File: config.mk
export PLATFORM = sky130hd
export DESIGN_NAME = init_seq_fifo_flat
export DESIGN_NICKNAME = d
export VERILOG_FILES = /design/src/rtl/init_seq_fifo_if.sv /design/src/rtl/init_seq_fifo.sv /design/src/flat_wrapper.sv
export SDC_FILE = /design/constraint.sdc
export NUM_CORES = 1
export LEC_CHECK = 0
export CORE_ASPECT_RATIO = 0.5
export CORE_MARGIN = 2
export CORE_UTILIZATION = 56
export DETAILED_ROUTE_END_ITERATION = 8
export HOLD_SLACK_MARGIN = 0.15
export PLACE_DENSITY_LB_ADDON = 0.1
export SLEW_MARGIN = 25
export SYNTH_ARGS = -nofsm -noshare
export SYNTH_HDL_FRONTEND = slang
export SYNTH_SLANG_ARGS = --single-unit
File: constraint.sdc
create_clock -name clk -period 3.4 [get_ports clk]
set_clock_uncertainty 0.2 [all_clocks]
set_input_delay 0.68 -clock clk [delete_from_list [all_inputs] [get_ports clk]]
set_output_delay 0.68 -clock clk [all_outputs]
set_load 0.01 [all_outputs]
File: src/rtl/init_seq_fifo_if.sv
// Purpose: FIFO write/read handshake bundle for init_seq_fifo.
// Latency: none, wires only.
// Backpressure: if_full_n throttles the writer; if_empty_n qualifies if_dout.
// Ports: if_full_n/if_write_ce/if_write/if_din form the write side;
//        if_empty_n/if_read_ce/if_read/if_dout form the read side.
//        master = the producer/consumer endpoint, slave = the FIFO.
interface init_seq_fifo_if #(
    parameter int DATA_WIDTH = 32
);
    logic                  if_full_n;
    logic                  if_write_ce;
    logic                  if_write;
    logic [DATA_WIDTH-1:0] if_din;
    logic                  if_empty_n;
    logic                  if_read_ce;
    logic                  if_read;
    logic [DATA_WIDTH-1:0] if_dout;

    modport master (
        input  if_full_n,
        output if_write_ce,
        output if_write,
        output if_din,
        input  if_empty_n,
        output if_read_ce,
        output if_read,
        input  if_dout
    );

    modport slave (
        output if_full_n,
        input  if_write_ce,
        input  if_write,
        input  if_din,
        output if_empty_n,
        input  if_read_ce,
        input  if_read,
        output if_dout
    );
endinterface

File: src/rtl/init_seq_fifo.sv
// Purpose: FWFT FIFO that self-preloads base, base+stride, ... after reset or reinit.
// Latency: a write at edge t is visible at if_dout after edge t; preload takes 1+INIT_LENGTH cycles.
// Backpressure: if_full_n drops at count >= DEPTH-GRACE_PERIOD and is held low outside RELAY.
// Ports: clk, reset_n (async active-low); bus (slave modport of init_seq_fifo_if);
//        reinit (flush + re-preload request); init_done (high in RELAY only);
//        count (occupancy); err ({overflow, underflow} sticky).
// Optional: define INIT_SEQ_FIFO_ERR_CHECK_EN to build the sticky err detectors,
//           otherwise err is tied to 2'b00.
module init_seq_fifo #(
    parameter int                    DATA_WIDTH   = 32,
    parameter int                    DEPTH        = 32,
    parameter int                    GRACE_PERIOD = 2,
    parameter int                    INIT_LENGTH  = 10,
    parameter logic [DATA_WIDTH-1:0] INIT_BASE    = '0,
    parameter logic [DATA_WIDTH-1:0] INIT_STRIDE  = {{(DATA_WIDTH-1){1'b0}}, 1'b1},
    localparam int                   AW           = $clog2(DEPTH+1)
) (
    input  logic                  clk,
    input  logic                  reset_n,
    init_seq_fifo_if.slave        bus,
    input  logic                  reinit,
    output logic                  init_done,
    output logic [AW-1:0]         count,
    output logic [1:0]            err
);

    localparam int PW = (DEPTH > 1) ? $clog2(DEPTH) : 1;

    localparam logic [AW-1:0] DEPTH_C   = AW'(DEPTH);
    localparam logic [AW-1:0] FULL_THR  = AW'(DEPTH - GRACE_PERIOD);
    localparam logic [AW-1:0] INIT_LAST = AW'((INIT_LENGTH > 0) ? INIT_LENGTH - 1 : 0);
    localparam logic [PW-1:0] PTR_LAST  = PW'(DEPTH - 1);

    if (DEPTH < 2) begin : g_bad_depth
        $error("init_seq_fifo: DEPTH must be >= 2");
    end
    if (INIT_LENGTH < 0 || INIT_LENGTH > DEPTH) begin : g_bad_init
        $error("init_seq_fifo: INIT_LENGTH must lie in 0..DEPTH");
    end
    if (GRACE_PERIOD < 0 || GRACE_PERIOD > DEPTH) begin : g_bad_grace
        $error("init_seq_fifo: GRACE_PERIOD must lie in 0..DEPTH");
    end

    typedef enum logic [1:0] {S_RESET, S_INIT, S_RELAY, S_FLUSH} state_t;

    state_t                r_state;
    state_t                w_state_nxt;
    logic [PW-1:0]         r_wr_ptr;
    logic [PW-1:0]         r_rd_ptr;
    logic [AW-1:0]         r_count;
    logic [DATA_WIDTH-1:0] r_seq;
    logic [DATA_WIDTH-1:0] r_mem [DEPTH];

    logic                  w_relay;
    logic                  w_init;
    logic                  w_wr_try;
    logic                  w_rd_try;
    logic                  w_wr_acc;
    logic                  w_rd_acc;
    logic                  w_push;
    logic [DATA_WIDTH-1:0] w_push_dat;
    logic                  w_flush;

    // Explicit wrap keeps non-power-of-two depths correct.
    function automatic logic [PW-1:0] f_ptr_inc(input logic [PW-1:0] p);
        return (p == PTR_LAST) ? '0 : p + PW'(1);
    endfunction

    assign w_relay  = (r_state == S_RELAY);
    assign w_init   = (r_state == S_INIT);
    assign w_wr_try = bus.if_write & bus.if_write_ce;
    assign w_rd_try = bus.if_read  & bus.if_read_ce;

    // Hard limit is DEPTH, not the almost-full threshold: the grace
    // window lets in-flight writes land after if_full_n drops.
    assign w_wr_acc = w_relay & w_wr_try & (r_count < DEPTH_C);
    assign w_rd_acc = w_relay & w_rd_try & (r_count != '0);

    // Preload and relay writes share the single write port; they are
    // mutually exclusive by state.
    assign w_push     = w_init | w_wr_acc;
    assign w_push_dat = w_init ? r_seq : bus.if_din;

    // The clear happens on the edge entering S_FLUSH, so the flush cycle
    // already shows an empty FIFO.
    assign w_flush = (w_state_nxt == S_FLUSH);

    always_comb begin
        w_state_nxt = r_state;
        case (r_state)
            S_RESET: w_state_nxt = (INIT_LENGTH > 0) ? S_INIT : S_RELAY;
            S_INIT: begin
                // count equals the preload index k while in S_INIT.
                if (reinit)                    w_state_nxt = S_FLUSH;
                else if (r_count == INIT_LAST) w_state_nxt = S_RELAY;
            end
            S_RELAY: if (reinit) w_state_nxt = S_FLUSH;
            S_FLUSH: w_state_nxt = (INIT_LENGTH > 0) ? S_INIT : S_RELAY;
            default: w_state_nxt = S_RESET;
        endcase
    end

    always_ff @(posedge clk or negedge reset_n) begin
        if (!reset_n) begin
            r_state  <= S_RESET;
            r_wr_ptr <= '0;
            r_rd_ptr <= '0;
            r_count  <= '0;
            r_seq    <= INIT_BASE;
        end else begin
            r_state <= w_state_nxt;
            if (w_flush) begin
                r_wr_ptr <= '0;
                r_rd_ptr <= '0;
                r_count  <= '0;
                r_seq    <= INIT_BASE;
            end else begin
                if (w_push)   r_wr_ptr <= f_ptr_inc(r_wr_ptr);
                if (w_rd_acc) r_rd_ptr <= f_ptr_inc(r_rd_ptr);
                case ({w_push, w_rd_acc})
                    2'b10:   r_count <= r_count + AW'(1);
                    2'b01:   r_count <= r_count - AW'(1);
                    default: r_count <= r_count;
                endcase
                if (w_init) r_seq <= r_seq + INIT_STRIDE;
            end
        end
    end

    // Storage carries no reset; stale entries are never exposed because
    // if_dout is gated by if_empty_n.
    always_ff @(posedge clk) begin
        if (w_push) r_mem[r_wr_ptr] <= w_push_dat;
    end

    assign bus.if_full_n  = w_relay & (r_count < FULL_THR);
    assign bus.if_empty_n = w_relay & (r_count != '0);
    assign bus.if_dout    = bus.if_empty_n ? r_mem[r_rd_ptr] : '0;
    assign init_done      = w_relay;
    assign count          = r_count;

`ifdef INIT_SEQ_FIFO_ERR_CHECK_EN
    logic [1:0] r_err;

    always_ff @(posedge clk or negedge reset_n) begin
        if (!reset_n) begin
            r_err <= 2'b00;
        end else begin
            if (w_relay & w_wr_try & (r_count == DEPTH_C)) r_err[1] <= 1'b1;
            if (w_relay & w_rd_try & (r_count == '0))      r_err[0] <= 1'b1;
        end
    end

    assign err = r_err;
`else
    assign err = 2'b00;
`endif

endmodule

File: src/flat_wrapper.sv
// flat-port wrapper written by rule: the top's interface ports become plain ports
module init_seq_fifo_flat 
#(
    parameter int                    DATA_WIDTH   = 32,
    parameter int                    DEPTH        = 32,
    parameter int                    GRACE_PERIOD = 2,
    parameter int                    INIT_LENGTH  = 10,
    parameter logic [DATA_WIDTH-1:0] INIT_BASE    = '0,
    parameter logic [DATA_WIDTH-1:0] INIT_STRIDE  = {{(DATA_WIDTH-1){1'b0}}, 1'b1},
    localparam int                   AW           = $clog2(DEPTH+1)
)
  (clk, reset_n, reinit, init_done, count, err, bus_if_full_n, bus_if_write_ce, bus_if_write, bus_if_din, bus_if_empty_n, bus_if_read_ce, bus_if_read, bus_if_dout);
  init_seq_fifo_if #(.DATA_WIDTH(DATA_WIDTH)) bus_i ();
  input  logic clk;
  input  logic reset_n;
  input  logic reinit;
  output logic init_done;
  output logic [AW-1:0] count;
  output logic [1:0] err;
  output wire logic [$bits(bus_i.if_full_n)-1:0] bus_if_full_n;
  input wire logic [$bits(bus_i.if_write_ce)-1:0] bus_if_write_ce;
  input wire logic [$bits(bus_i.if_write)-1:0] bus_if_write;
  input wire logic [$bits(bus_i.if_din)-1:0] bus_if_din;
  output wire logic [$bits(bus_i.if_empty_n)-1:0] bus_if_empty_n;
  input wire logic [$bits(bus_i.if_read_ce)-1:0] bus_if_read_ce;
  input wire logic [$bits(bus_i.if_read)-1:0] bus_if_read;
  output wire logic [$bits(bus_i.if_dout)-1:0] bus_if_dout;
  assign bus_if_full_n = bus_i.if_full_n;
  assign bus_i.if_write_ce = bus_if_write_ce;
  assign bus_i.if_write = bus_if_write;
  assign bus_i.if_din = bus_if_din;
  assign bus_if_empty_n = bus_i.if_empty_n;
  assign bus_i.if_read_ce = bus_if_read_ce;
  assign bus_i.if_read = bus_if_read;
  assign bus_if_dout = bus_i.if_dout;
  init_seq_fifo #(.DATA_WIDTH(DATA_WIDTH), .DEPTH(DEPTH), .GRACE_PERIOD(GRACE_PERIOD), .INIT_LENGTH(INIT_LENGTH), .INIT_BASE(INIT_BASE), .INIT_STRIDE(INIT_STRIDE)) u_core (.clk(clk), .reset_n(reset_n), .bus(bus_i), .reinit(reinit), .init_done(init_done), .count(count), .err(err));
endmodule
After elaboration in Yosys (flattened, before gate mapping)
Memory sizes are Yosys's and may differ from the RTL's.
Index checks and enable logic that the tools add are counted.
{ "totals": {"regBits": 50, "ram_bits": 1024, "elab_cells": 56, "memories": 1} }
{ "classes": {"add_sub_neg": 5, "n_lt_le_gt_ge": 2, "eq_ne": 9, "mux": 18, "bitwise_logic": 9, "reduce_logical": 7} }
{ "memory_table": {"columns": ["memory", "depth", "width", "rd", "rd_clocked_by_memory_dff", "write_ports", "line", "text"], "rows": [
  ["u_core.r_mem", 32, 32, 1, 0, 1, "init_seq_fifo.sv:52", "logic [DATA_WIDTH-1:0] r_mem [DEPTH];"]
]} }
{ "ops": {"columns": ["operator", "count"], "rows": [
  ["$mux W32", 4],
  ["$add A32 B1 Y32 const B", 1],
  ["$mux W5", 6],
  ["$pmux W6 S2", 1],
  ["$add A5 B1 Y5 const B", 2],
  ["$eq A5 B5 Y1 const B", 2],
  ["$and A1 B1 Y1", 8],
  ["$eq A2 B2 Y1 const B", 4],
  ["$add A6 B1 Y6 const B", 1],
  ["$eq A6 B4 Y1 const B", 1],
  ["$lt A6 B5 Y1 const B", 1],
  ["$lt A6 B6 Y1 const B", 1],
  ["$mux W2", 3],
  ["$mux W6", 1],
  ["$pmux W2 S3", 1],
  ["$reduce_bool A2 Y1", 3],
  ["$reduce_bool A6 Y1", 1],
  ["$sub A6 B1 Y6 const B", 1],
  ["$eq A2 B1 Y1 const B", 2],
  ["$reduce_bool A3 Y1", 1],
  ["$logic_not A2 Y1", 1],
  ["$mux W1", 2],
  ["$reduce_or A2 Y1", 1],
  ["$or A1 B1 Y1", 1]
]} }

Logic depth before layout (Yosys ltp)
{ "logic_depth": {"depth_word": 7, "mapped_depth": 13} }

Worst setup path before layout
Ideal clock, no wire load.
{ "synth_timing": {"path_type": "register to register", "start": "reg u_core.r_state[1]", "end": "mem u_core.r_mem[29][0] (enable)", "setup_time_ns": 0.421, "arrival_ns": 2.613, "slack_ns": 0.166, "path_stages_with_launch": 7, "n_path_buf": 1, "synth_period_minus_slack_ns": 3.234, "path_cell_list": "dfrtp_1 > inv_1 > ha_1 > clkbuf_1 > a21o_1 > nand2_1 > nor2_1"} }
{ "synth_via": {"elab_chain_cells": 6} }
{ "synth_lines": {"columns": ["item", "line", "text"], "rows": [
  ["start, declared", "init_seq_fifo.sv:46", "state_t r_state;"],
  ["start signal, assigned", "init_seq_fifo.sv:111", "r_state <= w_state_nxt;"],
  ["$eq A2 B2 Y1", "init_seq_fifo.sv:69", "assign w_relay = (r_state == S_RELAY);"],
  ["$and A1 B1 Y1 (2 in series)", "init_seq_fifo.sv:76", "assign w_wr_acc = w_relay & w_wr_try & (r_count < DEPTH_C);"],
  ["$or A1 B1 Y1 *", "init_seq_fifo.sv:81", "assign w_push = w_init | w_wr_acc;"],
  ["$mux W1 *", "init_seq_fifo.sv:133", "if (w_push) r_mem[r_wr_ptr] <= w_push_dat;"],
  ["$mux W1 (implied by the code) *", "init_seq_fifo.sv:133", null],
  ["end, declared", "init_seq_fifo.sv:52", null]
]} }
Every way passes the cells marked *; elsewhere a longest branch is shown, timed or not.

Worst setup path in the final report
{ "layout_timing": {"start": "reg u_core.r_rd_ptr[0]", "end": "out bus_if_dout[8]"} }
{ "layout_via": {"elab_chain_cells": 2} }
{ "layout_lines": {"columns": ["item", "line", "text"], "rows": [
  ["start, declared", "init_seq_fifo.sv:49", "logic [PW-1:0] r_rd_ptr;"],
  ["start signal, assigned", "init_seq_fifo.sv:119", "if (w_rd_acc) r_rd_ptr <= f_ptr_inc(r_rd_ptr);"],
  ["$mem_v2 Z32 W32", null, null],
  ["$mux W32", "init_seq_fifo.sv:138", "assign bus.if_dout = bus.if_empty_n ? r_mem[r_rd_ptr] : '0;"],
  ["end, declared", "flat_wrapper.sv:27", "output wire logic [$bits(bus_i.if_dout)-1:0] bus_if_dout;"]
]} }
No other way between the ends.

==> flow_summary.json <==
{
  "synth_warnings": 0,
  "grt_start_max_net_pins": 48,
  "drt_wl_total_microns": 110000,
  "place_hpwl_microns": 63500,
  "setup_viol": 32,
  "critical_setup_path_class": "reg2out",
  "clock_edge_transition_at_the_registers_on_the_reported_setup_and_hold_paths_ps": 70,
  "yosys_register_bits": 1074,
  "crit_path_start_kind": "register",
  "floorplan.die.height_microns": 199,
  "cap_violations": 0,
  "floorplan.die_area_sq_mm": 0.0785,
  "drv_slew": 0,
  "worst_r2r_startpoint": "u_core.r_state[0]$_DFF_PN0_",
  "clockPowerShare": 0.303,
  "synth_top_area_frac": 0.721,
  "hold_viol_final": 0,
  "grt_pass1_wl_microns": 156000,
  "maximum_clock_rate_mhz": 252,
  "core_region_area_sq_mm": 0.0752,
  "areaGrowthSynthToFinish_pct": 21.3,
  "finalWeightedCongestion": 0.815,
  "cp-startpoint": "u_core.r_rd_ptr[0]$_DFFE_PN0P_",
  "nets": 2454,
  "peakVddDrop_mv": 0.886,
  "number_of_flops_mapped_to_enable_cells_by_yosys": 1024,
  "post_synth.cell_area_avg_sq_um": 20.6,
  "clk_root_buffer_cell": "sky130_fd_sc_hd__clkbuf_16",
  "share_of_post_route_cells_with_drive_strength_above_1": 0.392,
  "clock_insertion_delay_worst_skew_ps": 680,
  "p_sw_uw": 10100,
  "cp_data_required_time_ps": 2520,
  "vias_after_detailed_routing": 22177,
  "endpoint_kind": "primary output",
  "wl_per_cell_microns": 31.5,
  "grt_setup_unrepaired": "true",
  "initial_utilization": 0.566,
  "top_count_cell_post_synth": "sky130_fd_sc_hd__edfxtp_1",
  "drt-pass1-iter-count": 5,
  "floorplan.rows": 71,
  "cts_htree_levels": 3,
  "vias_per_cell": 6.34,
  "cts.sinks": 1074,
  "worst-r2r-setup-slack_ps": 240,
  "postRouteAntennaNets": 0,
  "track_usage": 0.283,
  "max_slew.worst_pin.slew_ps": 916,
  "slew-limit-headroom": 0.389,
  "outcome": "complete, but fails checks",
  "powerDensity_mw_per_mm2": 715,
  "placed_area_sq_mm": 0.0467,
  "violations": "negative setup slack",
  "synth_async_sr_flop_share": 0.0466,
  "synth-seq-area-share": 0.751,
  "worst_hold_slack_ps": 349,
  "synth_top_flop_cell": "sky130_fd_sc_hd__edfxtp_1",
  "synth_commonest_cells": "sky130_fd_sc_hd__edfxtp_1, sky130_fd_sc_hd__mux4_2, sky130_fd_sc_hd__nor2_1",
  "route.detailed.drc": 0,
  "grt_pass1_vias": 22003,
  "overflow": 0,
  "netlist.top_cell.by_area": "sky130_fd_sc_hd__edfxtp_1",
  "syn-instance-count": 2066,
  "fin_ws_ps": -575,
  "portBuffers": 79,
  "timing.rr.end": "u_core.count[4]$_DFFE_PN0P_",
  "die_w_microns": 394,
  "period_share": 1.17,
  "number_of_antenna_violations_at_the_first_check_in_global_routing": 4,
  "reg2reg_depth": 13,
  "initialDrtViolationCount": 2795,
  "timing.final.crit_period_ps": 3980,
  "cp_data_arrival_time_ps": 3100,
  "ios": 82,
  "postLayoutCellArea_sq_mm": 0.0517,
  "synth_area_sq_mm": 0.0426,
  "finalSetupTns_ps": -14300,
  "cellLeakagePower_uw": 0.0166,
  "internal-power_uw": 26900,
  "cts_max_path_buffers": 3,
  "synth_cell_type_count": 54,
  "power.share.combinational": 0.254,
  "hold_path_class": "in2async",
  "utilization_of_the_core_after_routing": 0.687,
  "cts-buffers-inserted": 91,
  "crit_end": "bus_if_dout[8]",
  "cp_max_fo": 8,
  "cts_tree": "built",
  "netlist_top_cells_area": "sky130_fd_sc_hd__edfxtp_1, sky130_fd_sc_hd__mux4_2, sky130_fd_sc_hd__dfrtp_1",
  "power.sequential.fraction": 0.443,
  "p_sw_frac": 0.274
}
## cell usage in the layout (no fill, tap or decap), drive strengths merged, types with 6 or more instances in the layout
cell type	Yosys	routed
inv	10	16
nand3	14	14
o21ai	11	11
o22ai	32	32
edfxtp	1024	1024
clkdlybuf4s50	0	46
bufinv	0	18
nor2	147	147
nand4	21	21
mux2i	69	69
clkbuf	52	120
nor3	7	7
nand2	21	21
xnor2	8	8
mux2	96	96
xor2	24	24
ha	15	15
and3	8	8
clkinv	1	30
dfrtp	50	50
mux4	256	256
a21oi	79	79
a31oi	6	6
clkinvlp	0	8
buf	66	296
## sequential cells by signal (all words and copies together), names as in the netlist
signal and count:
u_core.r_wr_ptr 5, u_core.r_mem 1024, u_core.count 6, u_core.r_seq 32, u_core.r_state 2, u_core.r_rd_ptr 5
## worst max-delay path, cell delays in order (launching register included)
cell and delay (ps):
sky130_fd_sc_hd__dfrtp_4 510, sky130_fd_sc_hd__buf_12 180, sky130_fd_sc_hd__buf_16 170, sky130_fd_sc_hd__buf_8 140, sky130_fd_sc_hd__buf_12 130, sky130_fd_sc_hd__mux4_2 340
sky130_fd_sc_hd__mux2i_1 80, sky130_fd_sc_hd__nor2_2 240, sky130_fd_sc_hd__a21oi_2 50, sky130_fd_sc_hd__o22ai_1 320, sky130_fd_sc_hd__buf_2 220
## kinds of logic (layout without fill, tap and decap cells)
family / after synthesis / count (layout) / share of synthesized area
adder cells (fa/ha/maj): 15 / 15 / 0.00440
AO/OA/AOI/OAI: 142 / 142 / 0.0189
other: 1 / 3 / 0.0000880
AND/OR/NAND/NOR: 252 / 252 / 0.0282
XOR/XNOR: 32 / 32 / 0.00658
buffers and inverters: 129 / 537 / 0.0143
flip-flops: 1074 / 1074 / 0.751
multiplexers: 421 / 421 / 0.177
## routing by layer
metal | wire, microns | track usage
met2 | 50000 | 0.427
met3 | 11700 | 0.0642
met1 | 46300 | 0.431
met5 | 11 | 0
met4 | 2020 | 0.0596
## cell type report
type,instances,area [sq um]
inverters,11,41.3
diodes,1,2.50
repair buffers,358,4070
well taps,1022,1280
fillers,4716,23600
multi-input cells,864,11100
clock buffers,107,2390
flip-flops and latches,1074,32000
clock inverters,61,792
## per-stage QoR
stage / setup WS [ps] / total power, uW / std cells
final: -575 / 37000 / 3498
after global routing: -625 / 38200 / 3497
after CTS: -705 / 36400 / 3464
after detailed placement: -402 / 24400 / 3257
after global placement: -401 / 24300 / 3257
after floorplan: 166 / 21200 / 2067
## what timing repair did
action	in CTS	in global routing
setup buffers	33	40
endpoints found under the hold margin	23	0
pin swaps	16	35
endpoints found under the setup margin	32	32
resized for setup	224	156
gates cloned	5	4
hold buffers	1	0
## power groups by stage
stage | combinational, uW | clock, uW | sequential [uW]
after floorplan | 4640 | 0 | 16600
after global placement | 7610 | 0 | 16700
after detailed placement | 7720 | 0 | 16700
after CTS | 8730 | 11300 | 16400
after global routing | 9920 | 11800 | 16400
final | 9390 | 11200 | 16400
## worst min path at each step
stage | slack (ps) | end | cells after the start
6_report | 350 | u_core.r_seq[4]$_DFFE_PN0P_ | 2
5_1_grt | 370 | u_core.r_seq[4]$_DFFE_PN0P_ | 2
4_1_cts | 330 | u_core.r_seq[30]$_DFFE_PN0P_ | 2
3_5_place_dp | 360 | u_core.r_seq[28]$_DFFE_PN0P_ | 2
3_3_place_gp | 340 | u_core.r_seq[17]$_DFFE_PN0P_ | 2
2_1_floorplan | 180 | u_core.count[0]$_DFFE_PN0P_ | 0
(Power assumes the default switching activity.)
